`config.mk`:
```
export PLATFORM = sky130hd
export DESIGN_NAME = mips_pipe_core
export DESIGN_NICKNAME = d
export VERILOG_FILES = /design/src/rtl/mips_pipe_pkg.sv /design/src/rtl/mips_pipe_alu.sv /design/src/rtl/mips_pipe_core.sv
export SDC_FILE = /design/constraint.sdc
export NUM_CORES = 2
export LEC_CHECK = 0
export ABC_AREA = 0
export BUFFER_PORTS_ARGS = -buffer_cell sky130_fd_sc_hd__buf_4
export CORE_ASPECT_RATIO = 1.1
export CORE_MARGIN = 2
export CORE_UTILIZATION = 65
export CTS_BUF_LIST = sky130_fd_sc_hd__clkbuf_2 sky130_fd_sc_hd__clkbuf_4 sky130_fd_sc_hd__clkbuf_8
export DETAILED_ROUTE_END_ITERATION = 12
export GPL_TIMING_DRIVEN = 0
export PLACE_DENSITY = 0.92
export SYNTH_ARGS = -nofsm -noshare
export SYNTH_HDL_FRONTEND = slang
export SYNTH_SLANG_ARGS = --single-unit
export TNS_END_PERCENT = 10
```
`constraint.sdc`:
```
create_clock -name clk -period 125.7 [get_ports clk]
set_input_delay 25.14 -clock clk [delete_from_list [all_inputs] [get_ports clk]]
set_output_delay 25.14 -clock clk [all_outputs]
set_load 0.005 [all_outputs]
```
`src/rtl/mips_pipe_pkg.sv`:
```
// Opcodes, instruction classes and the decode helper shared by the mips_pipe core.
package mips_pipe_pkg;

    localparam logic [5:0] OP_ADD   = 6'd0;
    localparam logic [5:0] OP_SUB   = 6'd1;
    localparam logic [5:0] OP_AND   = 6'd2;
    localparam logic [5:0] OP_OR    = 6'd3;
    localparam logic [5:0] OP_SLT   = 6'd4;
    localparam logic [5:0] OP_MUL   = 6'd5;
    localparam logic [5:0] OP_LW    = 6'd8;
    localparam logic [5:0] OP_SW    = 6'd9;
    localparam logic [5:0] OP_ADDI  = 6'd10;
    localparam logic [5:0] OP_SUBI  = 6'd11;
    localparam logic [5:0] OP_SLTI  = 6'd12;
    localparam logic [5:0] OP_BNEQZ = 6'd13;
    localparam logic [5:0] OP_BEQZ  = 6'd14;
    localparam logic [5:0] OP_HLT   = 6'd63;

    typedef enum logic [2:0] {RR_ALU, RM_ALU, LOAD, STORE, BRANCH, HALT} itype_e;

    // Control carried down the pipe; wen is only set for a nonzero destination.
    typedef struct packed {
        itype_e     itype;
        logic [4:0] dst;
        logic       wen;
    } ctl_t;

    typedef struct packed {
        ctl_t ctl;
        logic use_rs;
        logic use_rt;
    } dec_t;

    function automatic dec_t decode(input logic [31:0] ir);
        dec_t d;
        d = '0;
        d.ctl.itype = HALT;
        case (ir[31:26])
            OP_ADD, OP_SUB, OP_AND, OP_OR, OP_SLT, OP_MUL: begin
                d.ctl.itype = RR_ALU;
                d.ctl.dst   = ir[15:11];
                d.use_rs    = 1'b1;
                d.use_rt    = 1'b1;
            end
            OP_ADDI, OP_SUBI, OP_SLTI: begin
                d.ctl.itype = RM_ALU;
                d.ctl.dst   = ir[20:16];
                d.use_rs    = 1'b1;
            end
            OP_LW: begin
                d.ctl.itype = LOAD;
                d.ctl.dst   = ir[20:16];
                d.use_rs    = 1'b1;
            end
            OP_SW: begin
                d.ctl.itype = STORE;
                d.use_rs    = 1'b1;
                d.use_rt    = 1'b1;
            end
            OP_BNEQZ, OP_BEQZ: begin
                d.ctl.itype = BRANCH;
                d.use_rs    = 1'b1;
            end
            default: d.ctl.itype = HALT;
        endcase
        d.ctl.wen = (d.ctl.dst != 5'd0);
        return d;
    endfunction

endpackage

```
`src/rtl/mips_pipe_alu.sv`:
```
// Combinational XLEN-wide ALU; immediate and memory opcodes map onto their RR counterparts.
module mips_pipe_alu
    import mips_pipe_pkg::*;
#(
    parameter int XLEN = 32
) (
    input  logic [5:0]      op,
    input  logic [XLEN-1:0] a,
    input  logic [XLEN-1:0] b,
    output logic [XLEN-1:0] y
);

    always_comb begin
        y = a + b;
        case (op)
            OP_SUB, OP_SUBI: y = a - b;
            OP_AND:          y = a & b;
            OP_OR:           y = a | b;
            OP_SLT, OP_SLTI: y = {{(XLEN-1){1'b0}}, ($signed(a) < $signed(b))};
            OP_MUL:          y = a * b;
            default:         y = a + b;
        endcase
    end

endmodule

```
`src/rtl/mips_pipe_core.sv`:
```
// Single-clock 5-stage MIPS-style core with interlocks, branch flush and retire counter.
// Define MIPS_PIPE_FORWARD_EN to add EX/MEM and MEM/WB operand forwarding.
module mips_pipe_core
    import mips_pipe_pkg::*;
#(
    parameter int XLEN    = 32,
    parameter int IADDR_W = 10,
    parameter int DADDR_W = 10
) (
    input  logic               clk,
    input  logic               rst,
    output logic [IADDR_W-1:0] imem_addr,
    input  logic [31:0]        imem_rdata,
    output logic [DADDR_W-1:0] dmem_addr,
    output logic [XLEN-1:0]    dmem_wdata,
    output logic               dmem_we,
    input  logic [XLEN-1:0]    dmem_rdata,
    output logic               halted,
    output logic [31:0]        retired,
    input  logic [4:0]         dbg_raddr,
    output logic [XLEN-1:0]    dbg_rdata
);

    // vld_pipe[0]=IF/ID, [1]=ID/EX, [2]=EX/MEM, [3]=MEM/WB
    logic [3:0]         vld_pipe;
    logic [IADDR_W-1:0] pc, ifid_npc, idex_npc;
    logic [31:0]        ifid_ir;
    logic               stop;
    logic [XLEN-1:0]    regs [32];

    dec_t               id_dec;
    logic [4:0]         id_rs, id_rt;
    logic [XLEN-1:0]    id_a, id_b, id_imm;
    logic               hlt_in_id, ex_hit, stall;

    logic [5:0]         idex_op;
    ctl_t               idex_ctl;
    logic [XLEN-1:0]    idex_a, idex_b, idex_imm;

    logic [XLEN-1:0]    ex_a, ex_b, ex_opb, ex_y;
    logic               ex_taken;
    logic [IADDR_W-1:0] ex_target;

    ctl_t               exmem_ctl;
    logic [XLEN-1:0]    exmem_y, exmem_b;

    ctl_t               memwb_ctl;
    logic [XLEN-1:0]    memwb_res;
    logic               wb_wr;

    assign imem_addr  = pc;
    assign dmem_addr  = exmem_y[DADDR_W-1:0];
    assign dmem_wdata = exmem_b;
    assign dmem_we    = vld_pipe[2] && (exmem_ctl.itype == STORE) && !halted;
    assign dbg_rdata  = regs[dbg_raddr];

    // ID: decode and register read with write-through from WB
    assign id_dec    = decode(ifid_ir);
    assign id_rs     = ifid_ir[25:21];
    assign id_rt     = ifid_ir[20:16];
    assign id_imm    = XLEN'($signed(ifid_ir[15:0]));
    assign wb_wr     = vld_pipe[3] && memwb_ctl.wen && !halted;
    assign id_a      = (wb_wr && memwb_ctl.dst == id_rs) ? memwb_res : regs[id_rs];
    assign id_b      = (wb_wr && memwb_ctl.dst == id_rt) ? memwb_res : regs[id_rt];
    assign hlt_in_id = vld_pipe[0] && (id_dec.ctl.itype == HALT);

    assign ex_hit = vld_pipe[1] && idex_ctl.wen &&
                    ((id_dec.use_rs && idex_ctl.dst == id_rs) ||
                     (id_dec.use_rt && idex_ctl.dst == id_rt));

`ifdef MIPS_PIPE_FORWARD_EN
    logic [4:0] idex_rs, idex_rt;

    assign stall = vld_pipe[0] && ex_hit && (idex_ctl.itype == LOAD);

    always_ff @(posedge clk or posedge rst) begin
        if (rst) begin
            idex_rs <= '0;
            idex_rt <= '0;
        end else if (!halted) begin
            idex_rs <= id_rs;
            idex_rt <= id_rt;
        end
    end

    // Younger EX/MEM result overrides MEM/WB; a load in EX/MEM is covered by the stall.
    always_comb begin
        ex_a = idex_a;
        ex_b = idex_b;
        if (vld_pipe[3] && memwb_ctl.wen && memwb_ctl.dst == idex_rs) ex_a = memwb_res;
        if (vld_pipe[3] && memwb_ctl.wen && memwb_ctl.dst == idex_rt) ex_b = memwb_res;
        if (vld_pipe[2] && exmem_ctl.wen && exmem_ctl.itype != LOAD && exmem_ctl.dst == idex_rs)
            ex_a = exmem_y;
        if (vld_pipe[2] && exmem_ctl.wen && exmem_ctl.itype != LOAD && exmem_ctl.dst == idex_rt)
            ex_b = exmem_y;
    end
`else
    logic mem_hit;

    assign mem_hit = vld_pipe[2] && exmem_ctl.wen &&
                     ((id_dec.use_rs && exmem_ctl.dst == id_rs) ||
                      (id_dec.use_rt && exmem_ctl.dst == id_rt));
    assign stall = vld_pipe[0] && (ex_hit || mem_hit);
    assign ex_a  = idex_a;
    assign ex_b  = idex_b;
`endif

    // EX
    assign ex_opb    = (idex_ctl.itype inside {RM_ALU, LOAD, STORE}) ? idex_imm : ex_b;
    assign ex_taken  = vld_pipe[1] && (idex_ctl.itype == BRANCH) &&
                       ((idex_op == OP_BEQZ) == (ex_a == '0));
    assign ex_target = idex_npc + idex_imm[IADDR_W-1:0];

    mips_pipe_alu #(.XLEN(XLEN)) u_alu (
        .op (idex_op),
        .a  (ex_a),
        .b  (ex_opb),
        .y  (ex_y)
    );

    always_ff @(posedge clk or posedge rst) begin
        if (rst) begin
            pc        <= '0;
            vld_pipe  <= '0;
            stop      <= 1'b0;
            halted    <= 1'b0;
            retired   <= '0;
            ifid_ir   <= '0;
            ifid_npc  <= '0;
            idex_op   <= '0;
            idex_ctl  <= '0;
            idex_a    <= '0;
            idex_b    <= '0;
            idex_imm  <= '0;
            idex_npc  <= '0;
            exmem_ctl <= '0;
            exmem_y   <= '0;
            exmem_b   <= '0;
            memwb_ctl <= '0;
            memwb_res <= '0;
        end else if (!halted) begin
            // A taken branch outranks both the interlock and a HLT sitting in ID.
            if (ex_taken) begin
                pc          <= ex_target;
                vld_pipe[0] <= 1'b0;
            end else if (stall) begin
                pc <= pc;
            end else if (stop || hlt_in_id) begin
                vld_pipe[0] <= 1'b0;
            end else begin
                pc          <= pc + 1'b1;
                ifid_ir     <= imem_rdata;
                ifid_npc    <= pc + 1'b1;
                vld_pipe[0] <= 1'b1;
            end
            if (hlt_in_id && !ex_taken) stop <= 1'b1;

            vld_pipe[1] <= vld_pipe[0] && !ex_taken && !stall;
            idex_op     <= ifid_ir[31:26];
            idex_ctl    <= id_dec.ctl;
            idex_a      <= id_a;
            idex_b      <= id_b;
            idex_imm    <= id_imm;
            idex_npc    <= ifid_npc;

            vld_pipe[2] <= vld_pipe[1];
            exmem_ctl   <= idex_ctl;
            exmem_y     <= ex_y;
            exmem_b     <= ex_b;

            vld_pipe[3] <= vld_pipe[2];
            memwb_ctl   <= exmem_ctl;
            memwb_res   <= (exmem_ctl.itype == LOAD) ? dmem_rdata : exmem_y;

            if (vld_pipe[3]) begin
                if (memwb_ctl.itype == HALT) halted <= 1'b1;
                if (retired != '1) retired <= retired + 1'b1;
            end
        end
    end

    // R0 is cleared by reset and never written, so it always reads as zero.
    always_ff @(posedge clk or posedge rst) begin
        if (rst) begin
            for (int i = 0; i < 32; i++) regs[i] <= '0;
        end else if (wb_wr) begin
            regs[memwb_ctl.dst] <= memwb_res;
        end
    end

endmodule
```
==> Word-level counts from Yosys, hierarchy flattened <==
Cells that the tools add are included.
{ "word_totals": {"ff_bits": 1333, "out_inout_bits": 118, "word_cells": 193} }
{ "classes": {"muxes": 30, "eq_ne": 38, "order_cmp": 6, "n_bitwise": 10, "n_mul": 1, "addsub": 5, "reduce_logical": 46} }
{ "ops": {"columns": ["cell", "n"], "rows": [
  ["$bwmux 1024", 1],
  ["$bmux 32 s5", 3],
  ["$mux 32", 11],
  ["$demux 32 s5", 1],
  ["$pmux 32 s5", 1],
  ["$eq 6x4->1 const B", 10],
  ["$add 32x1->32 const B", 1],
  ["$add 32x32->32", 1],
  ["$and 32x32->32", 1],
  ["$logic_not 32->1", 1],
  ["$lt 32x32->1", 1],
  ["$mul 32x32->32", 1],
  ["$ne 32x32->1 const B", 1],
  ["$or 32x32->32", 1],
  ["$sub 32x32->32", 1],
  ["$eq 5x5->1", 6],
  ["$mux 10", 3],
  ["$eq 6x2->1 const B", 4],
  ["$eq 6x3->1 const B", 4],
  ["$ge 6x6->1 const B", 4],
  ["$not 5->6", 4],
  ["$logic_and 1x1->1", 22],
  ["$pmux 3 s5", 1],
  ["$reduce_or 13->1", 1],
  ["26 further kinds", 51]
]} }

==> Logic depth before layout (Yosys ltp) <==
{ "depth": {"depth_word": 10, "depth_mapped": 36, "mapped_depth_nobuf": 32} }

==> By module <==
A second synthesis with hierarchy kept.
{ "hier_totals": {"cells_unflattened": 7255, "hier_area_um2": 95415.3} }
{ "modules_own_cells": {"columns": ["module", "area_per_inst_um2", "cells_each", "instances"], "rows": [
  ["mips_pipe_core", 75741.4, 4796, 1],
  ["mips_pipe_alu", 19673.9, 2459, 1]
]} }

==> Worst setup path before layout <==
No wires, ideal clock.
{ "synth_timing": {"path_type": "input -> output", "start": "input port dbg_raddr[0]", "end": "output port dbg_rdata[0]", "arrival_ns": 27.554, "n_path_buf": 3, "setup_slack_ns": 73.006, "path_stages": 6, "path_cell_list": "clkbuf_1 buf_1 buf_1 mux4_2 mux4_2 mux2_2"} }
{ "synth_via": {"elab_chain_cells": 4} }
{ "synth_lines": {"columns": ["element", "line", "rtl"], "rows": [
  ["from (decl)", "mips_pipe_core.sv:20", "input logic [4:0] dbg_raddr,"],
  ["$not 5->6 (not written as such)", "mips_pipe_core.sv:55", "assign dbg_rdata = regs[dbg_raddr];"],
  ["$bmux 32 s5", "mips_pipe_core.sv:55", null],
  ["$mux 32 (not written as such) (2 in series)", "mips_pipe_core.sv:55", null],
  ["to (decl)", "mips_pipe_core.sv:21", "output logic [XLEN-1:0] dbg_rdata"]
]} }
No other way between the ends. The select of a mux whose other input is x is not followed.

==> Worst setup path in the final report <==
{ "layout_timing": {"start": "input port dbg_raddr[0]", "end": "output port dbg_rdata[12]"} }
Same word-level chain as after synthesis.

==> flow_summary.json <==
{
  "area_delta_synth_final_pct": 9.55,
  "total_power_mw": 1.64,
  "grt_start_max_net_pins": 134,
  "clk-insertion-delay-late_ns": 1.08,
  "setup_ws_ns": 71.49,
  "finalNonFillerCells": 9986,
  "combinational_family_with_the_most_area_after_synthesis": "multiplexers",
  "finalSetupTns_ns": 0,
  "coreArea_um2": 146000,
  "post_synth.cell_area_avg_um2": 12.9,
  "gate_count_post_synth": 7419,
  "gpl.final_weighted_congestion": 1.09,
  "worst_hold_path_type": "flop to flop",
  "postLayoutCoreUtil_pct": 71.6,
  "clkTransAtPathRegs_ns": 0.06,
  "postCtsSetupRepairBufs": 0,
  "start_util_pct": 65.4,
  "clockBufferDepth": 3,
  "syn_nets": 8132,
  "finish.net_count": 8550,
  "floorplan.io_pins": 189,
  "cts.sinks": 1333,
  "whs_ns": 0.479,
  "worstPathRequired_ns": 100.56,
  "synth_ff_type": "sky130_fd_sc_hd__dfrtp_1",
  "cp_data_arrival_time_ns": 29.07,
  "htreeDepth": 4,
  "dp.final_hpwl_mm": 297,
  "critical_path.endpoint_type": "output pin",
  "post_drt_wl_per_cell_um": 41.6,
  "detailedRoute.firstPassIterationCount": 9,
  "yosys.area_share.xor_xnor_pct": 1.58,
  "number_of_enable_type_register_cells_in_the_synthesized_netlist": 0,
  "cts-resized-gates": 0,
  "layout_min_cycle_time_ns": 54.21,
  "max-cap-violations": 50,
  "setup_violations": 0,
  "drt_drc_violations_left": 0,
  "routed_wl_mm": 415,
  "top_signal_layer_used": "met5",
  "dieHeight_um": 406,
  "peakVddDrop_mv": 0.0220,
  "routed_via_density": 7.84,
  "clock_root_buffer": "sky130_fd_sc_hd__clkbuf_8",
  "grt_usage_pct": 56.3,
  "multi_input_area_um2": 57600,
  "max_slew_margin_pct": -22.1,
  "ratio_of_final_minimum_period_to_clock_period_pct": 43.1,
  "tritoncts": "done",
  "peak_fanout_along_the_critical_path": 11,
  "num_vias": 78300,
  "final-hold-violation-count": 0,
  "drt_iter0_drc": 13500,
  "synth_cell_types": 95,
  "synthSimpleGateAreaFrac_pct": 5.37,
  "run_status": "finished with violations",
  "detail_route.wirelength.met1_mm": 122,
  "violations": "capacitance limit, slew limit",
  "synth-seq-cells": 1333,
  "ys_warn_count": 0,
  "ff_latch_area_um2": 33400,
  "placed_cells": 9557,
  "wire_length_of_the_first_global_routing_pass_mm": 581,
  "io_buffer_count": 183,
  "met3_length_mm": 64.5,
  "cts-hold-fix-buffers": 0,
  "antenna_found_initial": 32,
  "place_ws_ns": 71.65,
  "cts_buffers": 212,
  "cp-start-kind": "input port",
  "timing_worst_setup_path_type": "input port to output pin",
  "ant_nets": 0,
  "report.final.slew_viol_count": 413,
  "lkg_pwr_nw": 47.8,
  "grt_setup_unrepaired": "false",
  "post_dp_cell_area_um2": 99600,
  "die_area_um2": 150000,
  "mapped_area_um2": 95400,
  "fmax_mhz": 18.4,
  "first_global_vias": 80200,
  "fp.dieW_um": 369,
  "overflow": 0,
  "rows": 147,
  "worst_clock_skew_on_the_final_layout_ns": 0.0899,
  "yosysSeqAreaShare_pct": 35.0,
  "final_area_um2": 104000,
  "synth_adder_area_share_pct": 11.7,
  "power.density_cell_area_nw_per_um2": 15.7,
  "final.fill_count": 9401,
  "layout-drive-gt1-share_pct": 35.6,
  "synth_mux_area_share_pct": 37.4,
  "synth_compound_area_share_pct": 4.37,
  "synthArstFlopShare_pct": 100,
  "met2_length_mm": 174,
  "worst-slew-pin-transition_ns": 1.83
}
[routing by layer]
layer	vias to the layer above	track usage, %
li1	27900	-
met4	34	56.5
met1	38800	59.8
met3	3183	28.4
met5	-	5.41
met2	8449	78.8
[cells in the mapped netlist, types with 122 or more instances]
| cell type | count | area share, % |
|---|---|---|
| sky130_fd_sc_hd__xnor2_1 | 122 | 1.1 |
| sky130_fd_sc_hd__mux4_2 | 960 | 23 |
| sky130_fd_sc_hd__ha_1 | 231 | 3.0 |
| sky130_fd_sc_hd__fa_1 | 411 | 8.6 |
| sky130_fd_sc_hd__clkbuf_1 | 431 | 1.7 |
| sky130_fd_sc_hd__dfrtp_1 | 1333 | 35 |
| sky130_fd_sc_hd__mux2_2 | 1171 | 14 |
| sky130_fd_sc_hd__inv_1 | 508 | 2.0 |
| sky130_fd_sc_hd__nor2_1 | 425 | 1.7 |
| sky130_fd_sc_hd__o21ai_0 | 268 | 1.4 |
| sky130_fd_sc_hd__a21oi_1 | 152 | 0.80 |
| sky130_fd_sc_hd__nand2_1 | 596 | 2.3 |
| sky130_fd_sc_hd__buf_1 | 167 | 0.66 |
[critical path, stage by stage]
cell and delay, ns:
sky130_fd_sc_hd__clkbuf_1 0.21, sky130_fd_sc_hd__clkbuf_1 0.98, sky130_fd_sc_hd__clkbuf_1 1.11, sky130_fd_sc_hd__mux4_2 0.64, sky130_fd_sc_hd__mux4_2 0.50, sky130_fd_sc_hd__mux2_2 0.31, sky130_fd_sc_hd__buf_4 0.15
[path summary, 6_finish.rpt]
kind                                               from                 endpoint  slack [ns]  cells after the start
max in group asynchronous                           rst    regs[743]$_DFFE_PP0P_       98.08                      7
worst max register to register  idex_ctl[7]$_DFFE_PP0N_  exmem_y[31]$_DFFE_PP0N_      113.96                     33
worst max-delay path                       dbg_raddr[0]            dbg_rdata[12]       71.49                      7
worst min-delay path            ifid_npc[8]$_DFFE_PP0P_  ifid_npc[8]$_DFFE_PP0P_        0.48                      2
min in group asynchronous                           rst    regs[796]$_DFFE_PP0P_       24.27                      2
worst min register to register  ifid_npc[8]$_DFFE_PP0P_  ifid_npc[8]$_DFFE_PP0P_        0.48                      2
[kinds of logic (layout without fill, tap and decap cells)]
family | count (synthesis) | in the layout
mux | 2217 | 2217
flops | 1333 | 1333
simple gates | 1229 | 1229
buf+inv | 1158 | 1743
compound gates | 670 | 670
fa+ha+maj | 642 | 642
xor+xnor | 170 | 170
other cells | 0 | 45
[flip-flops by register name, summed over array words and instances, names as in the netlist, 16 cells and up]
name and count:
dmem_wdata 32, ex_a 32, ex_b 32, exmem_y 32, idex_imm 16, ifid_ir 32
memwb_res 32, regs 1024, retired 32
[area by class of cell]
type                       count  share of cell area (%)
tap                         1937                    2.32
buffer                       634                    2.41
clock buffer                 328                    4.00
multi-input combinational   4928                    55.2
timing repair buffer         204                    1.73
clock inverter                53                   0.448
antenna                       45                   0.108
sequential                  1333                    31.9
inverter                     524                    1.89
[power by group]
group | internal [mW] | leakage (nW) | switching [mW]
Clock | 0.222 | 2.48 | 0.199
Sequential | 0.459 | 18.3 | 0.0415
Combinational | 0.207 | 26.9 | 0.513
[layout by cell type (no fill, tap or decap), types with 22 or more instances in the layout]
master / instances
sky130_fd_sc_hd__dfrtp_1: 1333
sky130_fd_sc_hd__mux2_2: 1171
sky130_fd_sc_hd__mux4_2: 960
sky130_fd_sc_hd__nand2_1: 596
sky130_fd_sc_hd__inv_1: 507
sky130_fd_sc_hd__nor2_1: 425
sky130_fd_sc_hd__clkbuf_1: 413
sky130_fd_sc_hd__fa_1: 411
sky130_fd_sc_hd__clkbuf_8: 275
sky130_fd_sc_hd__o21ai_0: 268
sky130_fd_sc_hd__ha_1: 231
sky130_fd_sc_hd__buf_4: 197
sky130_fd_sc_hd__a21oi_1: 152
sky130_fd_sc_hd__buf_1: 132
sky130_fd_sc_hd__xnor2_1: 122
sky130_fd_sc_hd__mux2i_1: 80
sky130_fd_sc_hd__clkbuf_4: 53
sky130_fd_sc_hd__xor2_1: 47
sky130_fd_sc_hd__diode_2: 45
sky130_fd_sc_hd__nand3_1: 42
sky130_fd_sc_hd__buf_2: 41
sky130_fd_sc_hd__clkbuf_2: 37
sky130_fd_sc_hd__a21o_1: 34
sky130_fd_sc_hd__clkinv_2: 34
sky130_fd_sc_hd__o22ai_1: 28
sky130_fd_sc_hd__a211oi_1: 24
sky130_fd_sc_hd__nor3_1: 22
No activity file was read; power rests on OpenSTA's default activity.
